===== config.mk =====
export PLATFORM = sky130hd
export DESIGN_NAME = module_reg_access_decoder
export DESIGN_NICKNAME = d
export VERILOG_FILES = /design/src/rtl/module_reg_access_decoder.sv
export SDC_FILE = /design/constraint.sdc
export NUM_CORES = 1
export LEC_CHECK = 0
export CELL_PAD_IN_SITES_DETAIL_PLACEMENT = 0
export CELL_PAD_IN_SITES_GLOBAL_PLACEMENT = 1
export CORE_MARGIN = 5
export CORE_UTILIZATION = 32
export CTS_CLUSTER_SIZE = 14
export DETAILED_ROUTE_END_ITERATION = 10
export PLACE_DENSITY = 0.86
export SLEW_MARGIN = 20
export SYNTH_ARGS = -nofsm -noshare
export SYNTH_HDL_FRONTEND = slang
export SYNTH_SLANG_ARGS = --single-unit

===== constraint.sdc =====
create_clock -name clk_i -period 6.2 [get_ports clk_i]
set_input_delay 1.24 -clock clk_i [delete_from_list [all_inputs] [get_ports clk_i]]
set_output_delay 1.24 -clock clk_i [all_outputs]
set_load 0.005 [all_outputs]

===== src/rtl/module_reg_access_decoder.sv =====
// Register-access decoder: edge-detects bus write/read requests and fans them out
// as registered one-hot strobes to N register slots, flagging out-of-range and colliding requests.
module module_reg_access_decoder #(
  parameter int N_REGS = 2,
  parameter int ADDR_W = 1,
  parameter int DATA_W = 32
) (
  input  logic                     clk_i,
  input  logic                     rst_i,
  input  logic                     wr_i,
  input  logic                     rd_i,
  input  logic [ADDR_W-1:0]        addr_i,
  input  logic [DATA_W-1:0]        data_i,
  input  logic [N_REGS*DATA_W-1:0] rd_data_flat_i,
  input  logic                     err_clr_i,
  output logic [N_REGS-1:0]        wr_strb_o,
  output logic [DATA_W-1:0]        wr_data_o,
  output logic [N_REGS-1:0]        rd_strb_o,
  output logic [DATA_W-1:0]        rd_data_o,
  output logic                     rd_valid_o,
  output logic                     err_o,
  output logic                     err_sticky_o
);

  logic              r_wr_q;
  logic              r_rd_q;
  logic [N_REGS-1:0] r_wr_strb;
  logic [DATA_W-1:0] r_wr_data;
  logic [N_REGS-1:0] r_rd_strb;
  logic [DATA_W-1:0] r_rd_data;
  logic              r_rd_valid;
  logic              r_err;
  logic              r_err_sticky;

  logic              w_wr_acc;
  logic              w_rd_acc;
  logic              w_addr_ok;
  logic              w_err;
  logic [N_REGS-1:0] w_onehot;
  logic [DATA_W-1:0] w_slot;

  // An out-of-range address matches no slot, so the decode itself yields the range check.
  always_comb begin
    w_onehot = '0;
    w_slot   = '0;
    for (int k = 0; k < N_REGS; k++) begin
      if (addr_i == ADDR_W'(k)) begin
        w_onehot[k] = 1'b1;
        w_slot      = rd_data_flat_i[k*DATA_W +: DATA_W];
      end
    end
  end

  assign w_addr_ok = |w_onehot;
  assign w_wr_acc  = wr_i & ~r_wr_q;
  assign w_rd_acc  = rd_i & ~r_rd_q;
  // A read colliding with a write is dropped and reported.
  assign w_err     = (w_wr_acc & ~w_addr_ok) | (w_rd_acc & (w_wr_acc | ~w_addr_ok));

  always_ff @(posedge clk_i or posedge rst_i) begin
    if (rst_i) begin
      r_wr_q       <= 1'b0;
      r_rd_q       <= 1'b0;
      r_wr_strb    <= '0;
      r_wr_data    <= '0;
      r_rd_strb    <= '0;
      r_rd_data    <= '0;
      r_rd_valid   <= 1'b0;
      r_err        <= 1'b0;
      r_err_sticky <= 1'b0;
    end else begin
      r_wr_q     <= wr_i;
      r_rd_q     <= rd_i;
      r_wr_strb  <= '0;
      r_rd_strb  <= '0;
      r_rd_valid <= 1'b0;
      r_err      <= w_err;

      if (w_wr_acc && w_addr_ok) begin
        r_wr_strb <= w_onehot;
        r_wr_data <= data_i;
      end

      if (w_rd_acc && !w_wr_acc) begin
        r_rd_valid <= 1'b1;
        r_rd_strb  <= w_onehot;
        r_rd_data  <= w_addr_ok ? w_slot : '0;
      end

      if (w_err)
        r_err_sticky <= 1'b1;
      else if (err_clr_i)
        r_err_sticky <= 1'b0;
    end
  end

  assign wr_strb_o    = r_wr_strb;
  assign wr_data_o    = r_wr_data;
  assign rd_strb_o    = r_rd_strb;
  assign rd_data_o    = r_rd_data;
  assign rd_valid_o   = r_rd_valid;
  assign err_o        = r_err;
  assign err_sticky_o = r_err_sticky;

endmodule


==> flow_metrics.py, run 1 <==
metrics = {
    "die": {
        "core_area_um2": 10300,
        "ioPinCount": 173,
        "initial_core_util_pct": 32.7,
        "die_h_um": 112,
        "die_area_um2": 12700,
        "rows": 37,
        "die_w_um": 112,
    },
    "clock_tree": {
        "cts_setup_buffers": 0,
        "cts_resized": 0,
        "cts_tree": "done",
        "clkLatencyLatePin_ns": 0.34,
        "clockBufferDepth": 2,
        "h-tree-depth": 3,
        "ctsHoldBuffers": 0,
        "cts_inserted_buffers": 9,
        "clk_pin_slew_ns": 0.07,
        "root_buffer": "clkbuf_8",
        "cts_num_sinks": 73,
    },
    "critical_path": {
        "rr_worst_depth": 3,
        "worstSetupEndpointType": "flip-flop",
        "crit_fanout": 35,
        "worstSetupStartpointType": "input pin",
        "crit_arrival_ns": 3.21,
        "criticalPathCategory": "in2reg",
        "r2r-end": "rd_data_o[11]",
        "cpPeakStageDelay_ns": 0.74,
        "path_cells": "clkdlybuf4s50_1, nor2b_4, nor2_8, mux2_4",
        "r2r_slack_ns": 4.22,
        "critPathRequiredTime_ns": 6.42,
        "r2r_start": "r_wr_q",
        "slowest_stage": "nor2b_4",
    },
    "global_routing": {
        "grt_usage_pct": 13.6,
        "grt_max_degree": 74,
        "grt-ovfl-total": 0,
        "grt_pass1_vias": 2663,
        "antenna_found_initial": 0,
        "grt_pass1_wl_um": 13800,
    },
    "final_layout": {
        "final_util_pct": 51.7,
        "antenna_cells": 0,
        "area_growth_pct": 58.0,
        "multiInputGateArea_um2": 1360,
        "regArea_um2": 1830,
        "fin_nets": 532,
        "drive_above_1_share_pct": 19.1,
        "fill_cells": 916,
    },
    "sta": {
        "fin_crit_ns": 3.00,
        "skew_ns": 0.0196,
        "final.period_utilization_pct": 48.3,
        "timing.final.max_slew_violations": 0,
        "tns_ns": 0,
        "clock.fmax_ghz": 0.334,
        "max_slew.worst_pin.slew_ns": 1.05,
        "setup_viol": 0,
        "rsz0062_at_grt": "no",
        "maxSlewHeadroom_pct": 29.9,
        "hold_viol_final": 0,
    },
    "logic_synthesis": {
        "synth_top_cells_by_area": "dfrtp_1 (54%), mux2_4 (24%), nand2_1 (11%)",
        "synth-warning-count": 0,
        "synth-edff-count": 0,
        "synth_top_area_share_pct": 54.4,
        "synth_top_cells_by_count": "nand2_1 (96), dfrtp_1 (73), mux2_4 (54)",
        "ys_types": 16,
        "async_reset_ff_share_pct": 100,
        "syn-num-nets": 362,
        "yosysMostFrequentCell": "nand2_1",
        "ys_seq_area_share_pct": 54.4,
        "synth_ff_type": "dfrtp_1",
        "synthCells": 260,
        "synth_area_per_cell_um2": 12.9,
        "yosysTopAreaCell": "dfrtp_1",
        "ys_seq_elements": 73,
        "synth_area_um2": 3360,
    },
    "power": {
        "combPwrFrac_pct": 27.2,
        "p_leak_nw": 2.44,
        "clock_power_share_pct": 29.6,
        "p_seq_share_pct": 43.2,
        "switching_power_uw": 321,
        "intPower_mw": 1.04,
        "vdd_drop_max_v": 0.000123,
        "p_sw_share_pct": 23.7,
        "p_per_area_nw_per_um2": 256,
    },
    "hold_path": {
        "hp-start": "wr_data_o[10]",
        "whs_endpoint": "wr_data_o[10]",
        "hold_depth": 2,
        "hp-class": "reg2reg",
    },
    "placed_design": {
        "gp_congestion": 0.772,
        "io_buffer_count": 172,
        "dp_hpwl_um": 6130,
    },
    "routing": {
        "avgRoutedWirePerCell_um": 15.1,
        "antenna_left": 0,
        "vias": 2447,
        "first_iter_violations": 91,
        "dr.pass1.iters": 5,
        "detail_route.vias_per_cell": 4.29,
        "drt-total-wl_um": 8600,
        "drc": 0,
    },
    "status": {
        "status": "finished clean",
    },
    "flow_run": {
        "cap_violations": 0,
    },
}
[worst max-delay path: cells and delay by family]
kind | cells | cell delay (ns)
buffers and inverters | 1 | 0.50
AND/OR/NAND/NOR | 2 | 1.04
multiplexers | 1 | 0.38
[flip-flops by register name, indices dropped and copies added (netlist names)]
name / count
rd_data_o: 32
r_rd_q: 1
r_wr_q: 1
rd_strb_o: 2
wr_data_o: 32
wr_strb_o: 2
err_o: 1
err_sticky_o: 1
rd_valid_o: 1
[area by class of cell]
class / count / area share [%]
well taps: 136 / 3.20
clock buffers: 12 / 2.54
clock inverters: 4 / 1.46
flip-flops and latches: 73 / 34.4
inverters: 2 / 0.141
multi-input cells: 170 / 25.6
repair buffers: 174 / 32.6
[cells by family after synthesis]
logic type / after synthesis / synth area share, %
AND/OR/NAND/NOR: 105 / 12.8
flip-flops: 73 / 54.4
multiplexers: 64 / 27.5
buffers and inverters: 17 / 5.14
AO/OA/AOI/OAI: 1 / 0.186
[metrics by stage]
stage	area, um2	total power [mW]	setup WS, ns	hold slack, ns	std cells
CTS	5310	1.38	3.23	0.480	571
floorplan	3360	0.740	3.11	0.469	260
global placement	5100	0.964	2.93	0.459	555
finish	5310	1.36	3.20	0.474	571
detailed placement	5100	0.969	2.86	0.461	555
global route	5310	1.43	3.09	0.514	571
[power by group through the flow]
stage / clock network [mW] / registers [mW] / logic [mW]
6_report: 0.402 / 0.587 / 0.369
5_1_grt: 0.436 / 0.598 / 0.396
4_1_cts: 0.417 / 0.588 / 0.377
3_5_place_dp: 0 / 0.594 / 0.375
3_3_place_gp: 0 / 0.594 / 0.369
2_1_floorplan: 0 / 0.598 / 0.142
[how the worst max path moves through the flow]
stage           from       endpoint  slack (ns)  cells after the start
2_1_floorplan  rst_i          err_o        3.11                      1
3_3_place_gp    wr_i  rd_data_o[11]        2.93                      4
3_5_place_dp    wr_i  rd_data_o[10]        2.86                      4
4_1_cts         wr_i  rd_data_o[19]        3.23                      4
5_1_grt         wr_i  rd_data_o[19]        3.09                      4
6_report        wr_i  rd_data_o[11]        3.20                      4
[layout by cell type, fill, tap and decap left out]
| cell type | Yosys | routed |
|---|---|---|
| clkdlybuf4s50_1 | 0 | 171 |
| nand2_1 | 96 | 96 |
| dfrtp_1 | 73 | 73 |
| mux2_4 | 54 | 54 |
| mux2_2 | 10 | 10 |
| clkbuf_8 | 0 | 9 |
| clkbuf_1 | 3 | 3 |
| nand2b_1 | 2 | 2 |
| nor2_1 | 2 | 2 |
| and2_1 | 2 | 2 |
| clkinv_4 | 0 | 2 |
| bufinv_16 | 0 | 2 |
| buf_4 | 0 | 2 |
| nor2b_4 | 1 | 1 |
| nor2_8 | 1 | 1 |
| nor3_1 | 1 | 1 |
| inv_2 | 0 | 1 |
| inv_1 | 2 | 1 |
| o22ai_1 | 1 | 1 |
| buf_2 | 4 | 1 |
[metal layers]
metal	up-vias	routed length, um	part of all wire, %	GRT usage, %
li1	1178	-	-	-
met1	1163	3640	42	16.5
met2	89	4250	49	22.4
met5	-	0	0	0
met4	0	214	2.5	6.49
met3	17	494	5.7	3.67
No activity file was read; power rests on OpenSTA's default activity.
==> inputs of run 2 (changes only) <==
- CORE_UTILIZATION: 32 -> 27
- PLACE_DENSITY: 0.86 -> 0.77
- clock period: 6.2 -> 2.7 ns (I/O delays scaled with it)
==> flow_metrics.py, run 2 (synthesized netlist as in run 1, its figures left out) <==
metrics = {
    "status": {
        "status": "finished clean",
    },
    "critical_path": {
        "crit_fanout": 34,
        "worstSetupStartpointType": "input pin",
        "slowest_stage": "clkdlybuf4s50_1",
        "cp.depth": 5,
        "cp-startpoint": "rd_i",
        "setup.worst_path.end": "rd_data_o[16]",
        "critPathRequiredTime_ns": 2.90,
        "path_cells": "clkdlybuf4s50_1, nand2b_1, nor2_8, buf_12, mux2_2",
        "crit_arrival_ns": 1.99,
        "criticalPathCategory": "in2reg",
        "r2r_slack_ns": 1.20,
        "path_delay_family": "buffers and inverters",
        "cpPeakStageDelay_ns": 0.48,
        "r2r_start": "r_rd_q",
        "worstSetupEndpointType": "flip-flop",
        "r2r-end": "rd_data_o[16]",
        "rr_worst_depth": 4,
        "critPathBufInv": 2,
    },
    "clock_tree": {
        "root_buffer": "clkbuf_16",
        "ctsHoldBuffers": 0,
        "cts_tree": "done",
        "clk_pin_slew_ns": 0.06,
        "cts_inserted_buffers": 9,
        "clkLatencyLatePin_ns": 0.33,
        "cts_resized": 0,
        "cts_setup_buffers": 0,
        "cts_num_sinks": 73,
        "clockBufferDepth": 2,
        "h-tree-depth": 3,
    },
    "placed_design": {
        "dp_hpwl_um": 6790,
        "placed_cells_incl_taps": 591,
        "place_area_um2": 5210,
        "gp_congestion": 0.717,
        "io_buffer_count": 172,
        "preCtsSetupSlack_ns": 0.564,
    },
    "final_layout": {
        "final_common_cell": "clkdlybuf4s50_1",
        "fin_nets": 536,
        "final_area_um2": 5550,
        "final_util_pct": 45.8,
        "finalNonFillerCells": 607,
        "drive_above_1_share_pct": 20.3,
        "antenna_cells": 0,
        "fill_cells": 1138,
        "layout_common_cells": "clkdlybuf4s50_1 (171), nand2_1 (96), dfrtp_1 (73)",
        "area_growth_pct": 65.2,
    },
    "hold_path": {
        "hp-class": "reg2reg",
    },
    "global_routing": {
        "grt_pass1_wl_um": 14300,
        "antenna_found_initial": 0,
        "grt_max_degree": 74,
        "grt-ovfl-total": 0,
        "grt_pass1_vias": 2712,
        "grt_usage_pct": 12.4,
    },
    "routing": {
        "detail_route.vias_per_cell": 4.07,
        "vias": 2473,
        "drt-total-wl_um": 9320,
        "dr.pass1.iters": 4,
        "drc": 0,
        "first_iter_violations": 105,
        "antenna_left": 0,
        "avgRoutedWirePerCell_um": 15.4,
    },
    "sta": {
        "whs_ns": 0.474,
        "skew_ns": 0.00819,
        "fin_crit_ns": 1.78,
        "timing.final.max_slew_violations": 0,
        "maxSlewHeadroom_pct": 68.9,
        "max_slew.worst_pin.slew_ns": 0.466,
        "hold_viol_final": 0,
        "tns_ns": 0,
        "setup_viol": 0,
        "final.period_utilization_pct": 66.1,
        "rsz0062_at_grt": "no",
        "clock.fmax_ghz": 0.561,
        "worst_slack_ns": 0.916,
    },
    "power": {
        "p_leak_nw": 2.53,
        "p_per_area_nw_per_um2": 647,
        "fin_total_pwr_mw": 3.59,
        "vdd_drop_max_v": 0.000243,
    },
    "die": {
        "die_h_um": 122,
        "die_w_um": 122,
        "initial_core_util_pct": 27.7,
        "rows": 40,
        "ioPinCount": 173,
        "core_area_um2": 12100,
        "die_area_um2": 14800,
    },
    "flow_run": {
        "cap_violations": 0,
    },
}
[run 2: how the worst min path moves through the flow]
stage | startpoint | endpoint | slack [ns] | depth (start not counted)
floorplan | wr_data_o[27] | wr_data_o[27] | 0.47 | 2
global placement | wr_data_o[0] | wr_data_o[0] | 0.46 | 2
detailed placement | wr_data_o[15] | wr_data_o[15] | 0.46 | 2
CTS | wr_data_o[15] | wr_data_o[15] | 0.48 | 2
global route | wr_data_o[12] | wr_data_o[12] | 0.50 | 2
finish | wr_data_o[15] | wr_data_o[15] | 0.47 | 2
[run 2: power by group]
group	switching (mW)	leakage, nW	total, mW	internal, mW
logic	0.259	1.48	0.868	0.609
clock network	0.472	0.167	1.38	0.908
registers	0.0887	0.890	1.35	1.26
total	0.819	2.53	3.59	2.77
[run 2: layout make-up]
class                      count  area (um2)  area share [%]
clock inverter                 6         116            2.10
timing repair buffer         178        1800            32.4
tap                          168         210            3.79
clock buffer                  10         229            4.12
multi-input combinational    170        1360            24.5
inverter                       2        8.76           0.158
sequential                    73        1830            32.9
[run 2: worst min-delay path: cells and delay by family, from the launching register on]
kind	cells	cell delay, ns
simple gates	2	0.11
flops	1	0.34
[run 2: per-layer routing]
layer	track usage (%)	part of all wire (%)	vias to the layer above
li1	-	-	1188
met1	14.5	42	1197
met2	21.6	52	83
met3	3.62	5.4	5
met5	0	0	-
met4	4.27	1.0	0
